**config.mk**
```make
export PLATFORM = sky130hd
export DESIGN_NAME = sample_cmp_tracker
export DESIGN_NICKNAME = d
export VERILOG_FILES = /design/src/rtl/sample_cmp_tracker.sv
export SDC_FILE = /design/constraint.sdc
export NUM_CORES = 1
export LEC_CHECK = 0
export ABC_AREA = 0
export CAP_MARGIN = 15
export CORE_ASPECT_RATIO = 0.5
export CORE_UTILIZATION = 40
export DETAILED_ROUTE_END_ITERATION = 12
export PLACE_DENSITY = 0.66
export SLEW_MARGIN = 10
export SYNTH_ARGS = -nofsm -noshare
export SYNTH_HDL_FRONTEND = slang
export SYNTH_SLANG_ARGS = --single-unit
```
**constraint.sdc**
```tcl
create_clock -name clk -period 2.1 [get_ports clk]
set_clock_uncertainty 0.1 [all_clocks]
set_input_delay 0.315 -clock clk [delete_from_list [all_inputs] [get_ports clk]]
set_output_delay 0.315 -clock clk [all_outputs]
set_load 0.05 [all_outputs]
```
**src/rtl/sample_cmp_tracker.sv**
```systemverilog
// Windowed sample tracker: per window of WINDOW accepted samples, reports max/min and
// how many samples rose, fell or held relative to their predecessor, via a valid/ready result port.
module sample_cmp_tracker #(
   parameter int WIDTH  = 4,
   parameter int WINDOW = 4,
   localparam int CW    = $clog2(WINDOW + 1)
) (
   input  logic             clk,
   input  logic             rst_n,
   input  logic             clr,
   input  logic             in_valid,
   input  logic [WIDTH-1:0] in_data,
   output logic             in_ready,
   output logic             out_valid,
   input  logic             out_ready,
   output logic [WIDTH-1:0] out_max,
   output logic [WIDTH-1:0] out_min,
   output logic [CW-1:0]    out_rise,
   output logic [CW-1:0]    out_fall,
   output logic [CW-1:0]    out_hold
);

   typedef enum logic [1:0] {IDLE, TRACK, REPORT} state_t;

   localparam logic [CW-1:0] LAST = CW'(WINDOW - 1);

   state_t           state, state_n;
   logic             accept;
   logic [WIDTH-1:0] max_r, min_r, prev_r;
   logic [CW-1:0]    rise_r, fall_r, hold_r, cnt_r;

   assign accept = in_valid && in_ready;

   always_ff @(posedge clk or negedge rst_n) begin
      if (!rst_n) state <= IDLE;
      else        state <= state_n;
   end

   always_comb begin
      state_n = state;
      case (state)
         IDLE:    if (accept) state_n = (WINDOW == 1) ? REPORT : TRACK;
         TRACK:   if (accept && cnt_r == LAST) state_n = REPORT;
         REPORT:  if (out_ready) state_n = IDLE;
         default: state_n = IDLE;
      endcase
      // An abort wins over any accept or handshake on the same edge.
      if (clr) state_n = IDLE;
   end

   always_ff @(posedge clk or negedge rst_n) begin
      if (!rst_n) begin
         max_r  <= '0;
         min_r  <= '0;
         prev_r <= '0;
         rise_r <= '0;
         fall_r <= '0;
         hold_r <= '0;
         cnt_r  <= '0;
      end else if (clr) begin
         max_r  <= '0;
         min_r  <= '0;
         prev_r <= '0;
         rise_r <= '0;
         fall_r <= '0;
         hold_r <= '0;
         cnt_r  <= '0;
      end else if (accept) begin
         if (state == IDLE) begin
            max_r  <= in_data;
            min_r  <= in_data;
            prev_r <= in_data;
            rise_r <= '0;
            fall_r <= '0;
            hold_r <= '0;
            cnt_r  <= CW'(1);
         end else begin
            if (in_data > prev_r)      rise_r <= rise_r + CW'(1);
            else if (in_data < prev_r) fall_r <= fall_r + CW'(1);
            else                       hold_r <= hold_r + CW'(1);
            if (in_data > max_r) max_r <= in_data;
            if (in_data < min_r) min_r <= in_data;
            prev_r <= in_data;
            cnt_r  <= cnt_r + CW'(1);
         end
      end
   end

   // Result fields are only visible while a report is presented.
   assign in_ready  = (state != REPORT);
   assign out_valid = (state == REPORT);
   assign out_max   = out_valid ? max_r  : '0;
   assign out_min   = out_valid ? min_r  : '0;
   assign out_rise  = out_valid ? rise_r : '0;
   assign out_fall  = out_valid ? fall_r : '0;
   assign out_hold  = out_valid ? hold_r : '0;

endmodule

```
# --- Yosys cells after proc, flatten, opt, wreduce, memory -nomap -nowiden ---
# Index checks and enable logic that the tools add are counted.
op_classes:
  n_lt_le_gt_ge: 4
  reduce_logical: 14
  bitwise: 0
  n_mul: 0
  div: 0
  muxes: 37
  addsub: 4
  shifts: 0
  n_eq_ne: 9
op_table:
  columns: ["op", "count"]
  rows:
  - ["3-bit two-way mux", 20]
  - ["4-bit two-way mux", 12]
  - ["3-bit by 1-bit adder with 3-bit output, second input constant", 4]
  - ["3-bit inequality test, second input constant", 4]
  - ["3-bit nonzero test", 4]
  - ["3-bit AND reduction", 3]
  - ["4-bit > comparator", 2]
  - ["4-bit less-than comparator", 2]
  - ["2-bit two-way mux", 4]
  - ["2-bit case mux with 3 select lines", 1]
  - ["2-bit AND reduction", 3]
  - ["3-bit by 2-bit equality test with 1-bit output, second input constant", 1]
  - ["3-bit by 2-bit inequality test with 1-bit output, second input constant", 1]
  - ["2-bit by 1-bit equality test with 1-bit output, second input constant", 1]
  - ["2-bit equality test, second input constant", 1]
  - ["1-bit logical AND", 2]
  - ["2-bit zero test", 1]
  - ["2-bit inequality test, second input constant", 1]
  - ["2-bit nonzero test", 1]
totals:
  latchBits: 0
  wordCells: 76
  mem_bits_ro: 0
  memories: 0
  ff_bits: 26
  output_inout_bits: 19
  ramBits: 0

# --- Logic depth before layout (Yosys ltp) ---
# Gate-level depths: netlist of run 1.
logic_depth:
  depth_word: 6
  mapped_depth: 7

# --- Worst setup path after synthesis of run 1 ---
# No wires, ideal clock.
synth_path:
  path_kind: "reg2out"
  startpoint: "register state[0]"
  endpoint: "output port out_hold[0]"
  path_stages_with_launch: 5
  arrival_ps: 1787
  path_slack_ps: -102
  required_time_ps: 1685
  path_cell_list: "dfrtp_1 -> nand2b_1 -> buf_2 -> buf_1 -> nor2_1"
synth_via:
  elab_chain_cells: 2
synth_rtl:
  columns: ["element", "line_no", "source"]
  rows:
  - ["start: declaration", "27", "state_t state, state_n;"]
  - ["start signal: assignment", "36", "else state <= state_n;"]
  - ["2-bit equality test", "91", "assign out_valid = (state == REPORT);"]
  - ["3-bit two-way mux", "96", "assign out_hold = out_valid ? hold_r : '0;"]
  - ["end: declaration", "20", "output logic [CW-1:0] out_hold"]
# Every way passes these cells.

# --- Worst setup path in the final report of run 1 ---
layout_path:
  startpoint: "input port in_data[1]"
  endpoint: "register fall_r[2]"
layout_via:
  elab_chain_cells: 3
layout_rtl:
  columns: ["element", "line_no", "source"]
  rows:
  - ["start: declaration", "12", "input logic [WIDTH-1:0] in_data,"]
  - ["4-bit > comparator / 4-bit less-than comparator (equally long branches)", "78, 79", null]
  - ["3-bit inequality test (no line) / 3-bit nonzero test (equally long branches)", null, null]
  - ["3-bit AND reduction (no line) (*)", null, null]
  - ["end signal: assignment", "79", "else if (in_data < prev_r) fall_r <= fall_r + CW'(1);"]
  - ["end: declaration", "30", "logic [CW-1:0] rise_r, fall_r, hold_r, cnt_r;"]
# Mark *: on every way between the ends. The rest lies on a longest branch, timed or not.
# A chain may end at the register's enable or synchronous reset.

==> results of run 1 <==
## sequential cells by signal, indices dropped and copies added (netlist names)
name / flops
cnt_r: 3
fall_r: 3
hold_r: 3
max_r: 4
min_r: 4
prev_r: 4
rise_r: 3
state: 2
## critical path, delay by kind of cell
family | cells | cell delay (ns)
and+or+nand+nor | 3 | 0.72
adders and majority gates | 1 | 0.32
AOI/OAI and AO/OA | 1 | 0.33
buffers and inverters | 1 | 0.46
## logic make-up after synthesis
family / after synthesis / share of synthesized area, %
simple gates: 64 / 18.39
flops: 26 / 37.65
mux: 2 / 1.159
buf+inv: 27 / 6.951
fa+ha+maj: 16 / 11.59
compound gates: 53 / 24.26
## layer usage
| layer | track usage [%] | vias to the layer above | wire, um |
|---|---|---|---|
| met3 | 4.403 | 11 | 197 |
| li1 | - | 775 | - |
| met4 | 8.838 | 0 | 104 |
| met2 | 30.34 | 43 | 1811 |
| met1 | 29.33 | 734 | 2097 |
| met5 | 0 | - | 0 |
## where the power goes
part | switching [uW] | leakage [uW] | internal [uW]
combinational | 136 | 0.000764 | 112
clock | 159 | 0.0000288 | 168
sequential | 19.6 | 0.000351 | 530
total | 315 | 0.00114 | 810
## synthesized netlist by cell type, types with 2 or more instances
library cell / n / area share (%)
dfrtp_1: 26 / 38
nor2_1: 21 / 4.6
inv_1: 19 / 4.1
ha_1: 16 / 12
nand2_1: 15 / 3.3
a21oi_1: 8 / 2.3
and2_1: 8 / 2.9
nand3_1: 5 / 1.4
o211ai_1: 5 / 2.2
o21ai_0: 5 / 1.4
buf_2: 3 / 0.87
a211o_1: 2 / 1.0
a211oi_1: 2 / 0.87
a21bo_2: 2 / 1.2
a21o_1: 2 / 0.87
a22o_1: 2 / 1.0
a32o_1: 2 / 1.2
buf_6: 2 / 1.3
mux2i_1: 2 / 1.2
nand4_1: 2 / 0.72
nor2b_1: 2 / 0.72
o211a_1: 2 / 1.2
o22ai_1: 2 / 0.72
or2_1: 2 / 0.72
## timing repair
| action | CTS | global route |
|---|---|---|
| endpoints found under the setup margin | 0 | 15 |
| gates resized for setup | 0 | 3 |
| endpoints found under the hold margin | 0 | 0 |
## worst min-delay path by stage
stage | to | cells past startpoint | slack [ns]
final | hold_r[2] | 2 | 0.30
after global placement | min_r[2] | 1 | 0.39
after detailed placement | min_r[2] | 1 | 0.39
after global routing | min_r[1] | 2 | 0.34
after CTS | prev_r[2] | 2 | 0.31
after floorplan | cnt_r[0] | 0 | -0.08
## layout by cell type (no fill, tap or decap), drive strengths merged, types with 2 or more instances in the layout
cell,instances
a21o,2
dfrtp,26
o211ai,5
a21oi,9
a32o,2
buf,40
a21bo,2
nor2b,2
nand2,15
o311ai,3
a211oi,2
nand3,5
mux2i,2
a22o,2
and2,8
clkdlybuf4s50,7
a211o,2
o21ai,6
inv,20
nand4,2
o211a,2
o22ai,2
ha,16
nor2,22
or2,2
clkbuf,4
## layout make-up
class	count	area, sq um
clock buffer	4	55.05
inverter	20	75.07
sequential	26	650.6
tap	54	67.56
timing repair buffer	48	620.6
multi-input combinational	135	963.4
fill	358	1592
## metrics by stage
| step | util [%] | total power, uW | setup slack (ns) | setup TNS, ns |
|---|---|---|---|---|
| floorplan | - | 707.0 | -0.1016 | -0.9140 |
| global placement | 58.86 | 794.8 | -0.2084 | -2.278 |
| detailed placement | 58.86 | 805.5 | -0.2337 | -2.614 |
| CTS | 60.23 | 1133 | 0.05560 | 0 |
| global route | 60.45 | 1191 | 0.009907 | 0 |
| finish | 60.45 | 1125 | 0.06201 | 0 |
==> run_results.csv, run 1 <==
group,metric,value,unit
floorplan,die_width,94.95,um
logic_synthesis,synthCells,188,
critical_path,end_kind,"flip-flop",
critical_path,endpoint,"fall_r[2]",
floorplan,floorplan.io_pins,28,
sta,hold_violations,0,
drt,via_count,1563,
cts,cts_inserted_buffers,3,
global_routing,grt_pass1_wl,7134,um
layout,final_layout_size_suffix_gt1_share,24.03,%
logic_synthesis,register_area_share_after_synthesis,37.65,%
critical_path,cpPeakStageDelay,0.48,ns
drt,routed_via_density,5.446,
cts,clock-root-buffer,"clkbuf_8",
logic_synthesis,syn-num-nets,213,
drt,wire_per_inst,14.67,um
floorplan,floorplan.die.height,48.48,um
drt,drc_errors,0,
critical_path,required,2.22,ns
cts,clock_tree.htree_level_count,1,
placed_design,globalplace.congestion,0.8468,
cts,clockBufferDepth,2,
cts,cts_sinks,26,
placed_design,place_inst,283,
cts,tritoncts,"built",
critical_path,r2r.worst_path.cells,6,
logic_synthesis,synth-main-ff-cell,"dfrtp_1",
critical_path,worst-path-max-fanout,11,
critical_path,cp.arrival,2.16,ns
sta,post-route-min-period,2.038,ns
logic_synthesis,synth.cell_area,1728,sq um
global_routing,first_global_vias,1544,
layout,stdcell_count,287,
drt,drtAntennaViolNets,0,
sta,period_utilization_post_route,97.05,%
global_routing,largest_net_degree_at_the_start_of_global_routing,27,
layout,flow.area_growth_from_synthesis,40.77,%
critical_path,cell_by_cell_trace_of_the_critical_path,"clkdlybuf4s50_1, ha_1, nor2b_1, o221a_2, or4b_1, nand3_1",
placed_design,numPortBuffers,27,
floorplan,placement_rows,16,
critical_path,setup.worst_path.start_class,"input pin",
placed_design,dpl.hpwl,3374,um
logic_synthesis,synth.ff_latch_count,26,
drt,detail_route.iter0.violations,104,
sta,grt_setup_unrepaired,"false",
run_status,outcome,"finished, final reports clean",
cts,number_of_hold_buffers_added_after_cts,0,
hold_path,timing.hold.worst.class,"input pin to asynchronous set/reset pin",
placed_design,post_dp_cell_area,2369,sq um
global_routing,gr_ovfl_total,0,
layout,n_antenna_cell,0,
critical_path,regToRegStartpoint,"prev_r[1]",
sta,timing.fmax,490.7,MHz
logic_synthesis,async_reset_ff_share,100.0,%
power_and_ir_drop,vdd.ir_drop.worst,211.0,uV
layout,final_cell_area,2432,sq um
critical_path,timing_worst_setup_path_type,"input pin to flip-flop",
cts,cts_setup_buffers,0,
drt,detail_route.first_pass.iterations,4,
layout,finish.net_count,259,
cts,clk_latency,0.28,ns
sta,fin_hold_ws,0.3005,ns
cts,worst_setup_hold_path_clk_slew,0.09,ns
logic_synthesis,synth-edff-count,0,
power_and_ir_drop,p_leak,0.001144,uW
critical_path,worstReg2RegEnd,"fall_r[2]",
sta,report.final.slew_viol_count,0,
critical_path,crit_path_top_delay_cell,"or4b_1",
logic_synthesis,post_synth.cell_area_avg,9.191,sq um
global_routing,antenna_found_initial,0,
floorplan,core_region_area,4024,sq um
drt,route.final.wire_length,4210,um
power_and_ir_drop,cellPowerDensity,462.4,nW/um^2
floorplan,starting_density_of_the_core,42.94,%
sta,max_slew_margin,70.29,%
logic_synthesis,ys_warn_count,0,
sta,finalSetupViolations,0,
logic_synthesis,synthDistinctLibCells,55,
critical_path,timing.reg2reg.setup_slack,0.19,ns
floorplan,floorplan.die_area,4603,sq um
critical_path,critPathLaunch,"in_data[1]",
global_routing,grt.total_usage,20.65,%
sta,actual_slew_at_the_worst_max_slew_pin,0.4344,ns
run,maxCapViolCount,0,
No activity file was read; power rests on OpenSTA's default activity.
==> run 2, diff against run 1 <==
Clock period 2.1 ns to 1.9 ns, I/O delays scaled along.
==> run 2 against run 1 <==
Net effect: worst setup slack lost 0.011 ns; largest cell class unchanged; global-route usage up 1.3 points; hold slack got worse by 0.026 ns; highest routed layer unchanged; first-iteration DRC count shrank 44%; critical path type is now flip-flop to flip-flop; largest power group unchanged; critical endpoint unchanged; non-clock buffer count is 9 higher.
==> run_results.csv, run 2 (synthesized netlist as in run 1, its figures left out) <==
group,metric,value,unit
cts,tritoncts,"built",
critical_path,worstReg2RegEnd,"fall_r[2]",
critical_path,critPathTopFamily,"simple AND/OR/NAND/NOR gates",
cts,clock-root-buffer,"clkbuf_8",
drt,detail_route.first_pass.iterations,4,
global_routing,grt_pass1_wl,7645,um
critical_path,crit_path_top_delay_cell,"or4b_1",
layout,final_layout_size_suffix_gt1_share,34.16,%
run_status,outcome,"finished, final reports clean",
critical_path,end_kind,"flip-flop",
floorplan,die_width,94.95,um
critical_path,r2r.worst_path.cells,6,
sta,hold_violations,0,
sta,actual_slew_at_the_worst_max_slew_pin,0.4273,ns
layout,final_cell_mix,"buf_4 (36), dfrtp_1 (25), inv_1 (18), nand2_1 (15), ha_1 (15)",
floorplan,floorplan.die.height,48.48,um
placed_design,numPortBuffers,27,
critical_path,cell_by_cell_trace_of_the_critical_path,"inv_2, ha_1, nor2b_4, o221a_4, or4b_1, nand3_1",
floorplan,starting_density_of_the_core,42.94,%
sta,period_utilization_post_route,97.29,%
global_routing,gr_ovfl_total,0,
layout,n_antenna_cell,0,
critical_path,cpPeakStageDelay,0.46,ns
global_routing,groute.layer.met2.usage,33.21,%
sta,timing.fmax,541.0,MHz
cts,cts_sinks,26,
critical_path,required,2.02,ns
placed_design,place_inst,292,
sta,post-route-min-period,1.849,ns
layout,register_area,651.9,sq um
power_and_ir_drop,power.total,1304,uW
drt,via_count,1626,
drt,drc_errors,0,
global_routing,largest_net_degree_at_the_start_of_global_routing,27,
layout,multi_input_comb_area,1071,sq um
critical_path,timing.critical_path.buf_inv,1,
layout,stdcell_count,297,
power_and_ir_drop,cellPowerDensity,516.0,nW/um^2
run,maxCapViolCount,0,
global_routing,met3_usage,4.245,%
hold_path,timing.hold.worst.class,"input pin to asynchronous set/reset pin",
cts,clockBufferDepth,2,
cts,clk_latency,0.27,ns
global_routing,grt_use_met1,32.74,%
drt,detail_route.iter0.violations,58,
floorplan,core_region_area,4024,sq um
power_and_ir_drop,p_leak,0.001179,uW
layout,layout_commonest_cell,"buf_4",
layout,reg.largest.list,"max_r: 4 flops, min_r: 4 flops, prev_r: 4 flops",
critical_path,cp_num_cells,6,
floorplan,floorplan.io_pins,28,
drt,wire_per_inst,16.04,um
critical_path,setup.worst_path.start_class,"flip-flop",
critical_path,endpoint,"fall_r[2]",
drt,routed_via_density,5.475,
drt,route.final.wire_length,4763,um
cts,clock_tree.htree_level_count,1,
global_routing,grt.total_usage,22.00,%
cts,worst_setup_hold_path_clk_slew,0.10,ns
critical_path,critPathLaunch,"prev_r[1]",
global_routing,antenna_found_initial,0,
global_routing,grt.busiest_layer,"met2",
layout,flow.area_growth_from_synthesis,46.27,%
critical_path,worst-path-max-fanout,6,
critical_path,cp.arrival,1.97,ns
layout,nFillCells,340,
global_routing,first_global_vias,1546,
placed_design,dpl.hpwl,3694,um
sta,max_slew_margin,71.14,%
placed_design,globalplace.congestion,0.8524,
floorplan,floorplan.die_area,4603,sq um
critical_path,timing_worst_setup_path_type,"flip-flop to flip-flop",
critical_path,timing.reg2reg.setup_slack,0.05,ns
cts,cts_inserted_buffers,3,
cts,number_of_hold_buffers_added_after_cts,0,
critical_path,regToRegStartpoint,"prev_r[1]",
layout,finish.net_count,269,
power_and_ir_drop,vdd.ir_drop.worst,231.7,uV
floorplan,placement_rows,16,
sta,report.final.slew_viol_count,0,
drt,drtAntennaViolNets,0,
sta,finalSetupViolations,0,
[run 2: through the flow]
step                      utilization, %  cell area [sq um]  setup WS, ns    TNS, ns  hold WS [ns]
after floorplan                        -               1797       0.08215          0       -0.1106
after global placement             60.35               2429       -0.3807     -5.295        0.3902
after detailed placement           60.35               2429       -0.3937     -5.657        0.3998
after CTS                          61.94               2492       0.02012          0        0.2872
after global routing               62.81               2527     -0.008362  -0.008362        0.2913
final                              62.81               2527       0.05142          0        0.2742
[run 2: layout make-up]
type	count	share of cell area [%]
multi-input combinational	136	42.38
sequential	26	25.79
timing repair buffer	57	24.01
inverter	20	2.970
tap	54	2.673
clock buffer	4	2.178
[run 2: what timing repair did]
| action | CTS | global route |
|---|---|---|
| hold endpoints to repair | 0 | 0 |
| gates cloned | 0 | 1 |
| resized for setup | 5 | 11 |
| setup buffers | 0 | 0 |
| setup endpoints to repair | 13 | 19 |
| pin swaps | 3 | 3 |
[run 2: how the worst min path moves through the flow]
| stage | slack [ns] | end | depth (start not counted) | startpoint |
|---|---|---|---|---|
| floorplan | -0.11 | cnt_r[0] | 0 | rst_n |
| global placement | 0.39 | min_r[3] | 1 | min_r[3] |
| detailed placement | 0.40 | cnt_r[0] | 1 | cnt_r[0] |
| CTS | 0.29 | max_r[2] | 2 | rst_n |
| global route | 0.29 | max_r[1] | 2 | rst_n |
| finish | 0.27 | max_r[2] | 2 | rst_n |
[run 2: layer usage]
layer,up-vias,part of all wire [%]
met3,6,4.8
met1,784,50
met2,40,44
li1,796,-
met4,0,0.88
met5,-,0
[run 2: where the power goes]
group | leakage, uW | total (uW) | switching (uW) | internal [uW]
combinational | 0.000801 | 321 | 174 | 148
sequential | 0.000349 | 608 | 22.7 | 586
clock | 0.0000288 | 374 | 189 | 186
==> patch 1: new RTL, flow settings as in run 2 <==
Change the parameter `WIDTH` from 4 to 6.
--- a/src/rtl/sample_cmp_tracker.sv
+++ b/src/rtl/sample_cmp_tracker.sv
@@ -2,5 +2,5 @@
 // how many samples rose, fell or held relative to their predecessor, via a valid/ready result port.
 module sample_cmp_tracker #(
-   parameter int WIDTH  = 4,
+   parameter int WIDTH  = 6,
    parameter int WINDOW = 4,
    localparam int CW    = $clog2(WINDOW + 1)
Interface: changed (resized in_data, out_max and out_min); port bits go from 28 to 34. The function was not compared with the original's and may differ.
==> patch 1 against run 2 <==
  * The flow now finishes with violations (negative setup slack)
  * First-iteration DRC count grew 28%
  * Sequential cell count grew 6
  * Non-clock buffer count grew 29
  * Total power grew 33%
  * Worst hold slack lost 0.0069 ns
  * Final area grew 31%
  * Clock power grew 35%
  * Critical endpoint is now max_r[2]$_DFFE_PN0P_
  * Sequential share of layout area shrank 1.7 points
  * Critical path type unchanged
  * Count of clock-buffer cells in the layout grew 2
  * Area after synthesis grew 18%
  * Setup slack lost 0.20 ns
  * Routed wire length grew 32%
==> patch 1: results (changes against run 2) <==
[yosys]
yosysSeqAreaShare=0.393  ; +0.0161
avgSynthCellArea_um2=9.27  ; +0.86%
synthTopCellsByArea=dfrtp_1 39%, ha_1 13%, and2_1 4.6%
synth.distinct_cells=42  ; -24%
netlist_top_cells_count=32 x dfrtp_1, 22 x ha_1, 21 x inv_1, 21 x nand2_1, 17 x nor2_1
synth_nets=253  ; +19%

[power_and_ir_drop]
leakage_uw=0.00151  ; +28%

[final_layout]
fin_area_mm2=0.00332  ; +31%
reg_top3=max_r (6), min_r (6), prev_r (6)
regArea_um2=801  ; +23%
num-nonclk-buffers=86  ; +51%
multi_input_area_share=0.436  ; +0.0121
nClkBuffers=6  ; +2
bufAreaShareNonClock=0.250  ; +0.00990
clk_share=0.0234  ; +0.00160

[timing]
setup_viol_count_final=13  ; +13
setup_ws_ns=-0.151  ; -0.202 ns
whs_ns=0.267  ; -0.00691 ns

[global_route]
globalRouteMet3Util=0.0453  ; +0.00288
grtUsageMet2=0.404  ; +0.0723
grt_pass1_wl_um=9490  ; +24%
grt_max_degree=33  ; +22%
grtUsageTotal=0.239  ; +0.0191
grt_pass1_vias=1930  ; +25%
met1_usage=0.315  ; -0.0120

[routing]
vias=2022  ; +24%
wl_per_cell_um=17.0  ; +5.9%
first_iter_violations=74  ; +28%
wl_met1_um=2910  ; +23%
wl_met3_um=280  ; +22%
drt_pass1_iterations=5  ; +1

[setup_path]
crit_path_end=max_r[2]$_DFFE_PN0P_
reg2regPathDepth=8  ; +2
cp_slowest_cell=dfrtp_1
crit_family=compound AO/OA/AOI/OAI gates
worst_ep_arrival_time_ns=2.13  ; +0.16 ns

[placement]
place.gp.congestion=0.841  ; -1.3%
hpwl_um=4020  ; +8.7%
post_dp_cell_area_mm2=0.00284  ; +17%

[cts]
clock_latency_ns=0.29  ; +0.02 ns
clkSinkCount=32  ; +23%
path_clk_slew_ns=0.07  ; -0.03 ns
htreeDepth=2  ; +1
postCtsSetupRepairBufs=7  ; +7
ctsResizeCount=45  ; +40

[outcome]
status=finished, violations left
violations=negative setup slack

[min_path]
hold_path.class=input pin to flop

[patch 1: cell count changes after synthesis, sizes merged, moves of 4 or more]
| cell | before | now |
|---|---|---|
| o211ai | 5 | 0 |
| or4b | 1 | 5 |
| a22o | 2 | 7 |
| nor2 | 22 | 17 |
| ha | 16 | 22 |
| and2 | 8 | 15 |
| dfrtp | 26 | 32 |
| o21ai | 6 | 13 |
| nand2 | 15 | 21 |
[patch 1: power by group through the flow]
stage | clock, uW | combinational, uW | sequential (uW)
final | 506 | 485 | 739
after global routing | 545 | 526 | 742
after CTS | 514 | 411 | 736
after detailed placement | 0 | 339 | 748
after global placement | 0 | 331 | 746
after floorplan | 0 | 175 | 742
[patch 1: logic make-up after synthesis]
group | synth area share
compound gates | 0.217
fa+ha+maj | 0.135
buf+inv | 0.0613
flops | 0.393
mux | 0.00552
simple gates | 0.189
==> patch 2: new RTL, flow settings as in run 2 <==
Made on the original files. The 3 states of `state_t` get a one-hot encoding in 3 bits.
--- a/src/rtl/sample_cmp_tracker.sv
+++ b/src/rtl/sample_cmp_tracker.sv
@@ -21,5 +21,5 @@
 );
 
-   typedef enum logic [1:0] {IDLE, TRACK, REPORT} state_t;
+   typedef enum logic [2:0] {IDLE = 3'b001, TRACK = 3'b010, REPORT = 3'b100} state_t;
 
    localparam logic [CW-1:0] LAST = CW'(WINDOW - 1);
Formal check against the unedited RTL: no difference found for any inputs over 4 cycles, from zero or initial values and one cycle with rst_n low; so few cycles prove little.
==> patch 2 against run 2 <==
  * The flow now finishes with violations (negative setup slack)
  * Final area grew 4.8%
  * Highest routed layer unchanged
  * Routed wire length down 14%
  * Area after synthesis about the same
  * Sequential share of layout area is 0.23 points lower
  * Count of clock-buffer cells in the layout shrank 1
  * Total power up 0.90%
  * Sequential power rose by 3.6%
  * Die area about the same
  * Via count decreased by 9.4%
  * Sequential cell count is 1 higher
  * Setup slack worse by 0.058 ns
==> patch 2: results (changes against run 2) <==
[yosys]
synth_nets=205  ; -3.8%
yosysSeqAreaShare=0.391  ; +0.0149
synthTopCellsByArea=dfrtp_1 38%, ha_1 12%, mux2_2 5.9%
synth.distinct_cells=40  ; -27%

[global_route]
grtUsageMet2=0.315  ; -0.0168
grt_max_degree=28  ; +3.7%
grt_pass1_vias=1417  ; -8.3%

[outcome]
status=finished, violations left
violations=negative setup slack

[routing]
first_iter_violations=59  ; +1.7%
wl_met3_um=146  ; -36%
wl_per_cell_um=14.2  ; -11%
wl_met1_um=1920  ; -19%

[setup_path]
r2r_start=max_r[1]$_DFFE_PN0P_
reg2regPathDepth=7  ; +1
cp_slowest_cell=dfrtp_1
crit_path_max_fanout=4  ; -2

[timing]
setup_ws_ns=-0.00680  ; -0.0582 ns
fin_crit_sh=1.00  ; +0.0306
setup_viol_count_final=4  ; +4

[placement]
hpwl_um=2920  ; -21%
post_dp_cell_area_mm2=0.00237  ; -2.6%
dp.cells=274  ; -6.2%

[final_layout]
final_nets=260  ; -3.3%

[cts]
postCtsSetupRepairBufs=2  ; +2

-- patch 2: cell families after synthesis --
group                    share of synthesized area
AO/OA/AOI/OAI                                0.146
multiplexers                                0.0702
adder cells (fa/ha/maj)                      0.116
flip-flops                                   0.391
buffers and inverters                       0.0441
XOR/XNOR                                    0.0101
AND/OR/NAND/NOR                              0.222
-- patch 2: cell type report --
| type | instances | area [um^2] | area share |
|---|---|---|---|
| Multi-Input combinational cell | 134 | 1130 | 0.428 |
| Sequential cell | 27 | 677 | 0.256 |
| Timing Repair Buffer | 55 | 664 | 0.251 |
| Tap cell | 54 | 67.6 | 0.0255 |
| Inverter | 14 | 60.1 | 0.0227 |
| Clock buffer | 3 | 41.3 | 0.0156 |
| Clock inverter | 1 | 5.00 | 0.00189 |
-- patch 2: worst max path at each step --
stage / from / to / cells after the start
CTS: max_r[1]$_DFFE_PN0P_ / max_r[0]$_DFFE_PN0P_ / 7
floorplan: state[1]$_DFFE_PN0P_ / out_max[1] / 4
finish: max_r[1]$_DFFE_PN0P_ / max_r[2]$_DFFE_PN0P_ / 7
global route: max_r[1]$_DFFE_PN0P_ / max_r[2]$_DFFE_PN0P_ / 7
detailed placement: in_data[1] / rise_r[2]$_DFFE_PN0P_ / 7
global placement: in_data[1] / max_r[0]$_DFFE_PN0P_ / 7
-- patch 2: critical path: cells and delay by family (launching register included) --
family,cells,cell delay [ns]
buf+inv,1,0.10
simple gates,1,0.12
compound gates,3,0.55
fa+ha+maj,1,0.21
flops,1,0.40
mux,1,0.33
-- patch 2: power by group --
group	total (uW)	internal [uW]	switching (uW)
clock network	338	148	191
registers	630	607	22.4
logic	348	169	179
total	1320	924	392
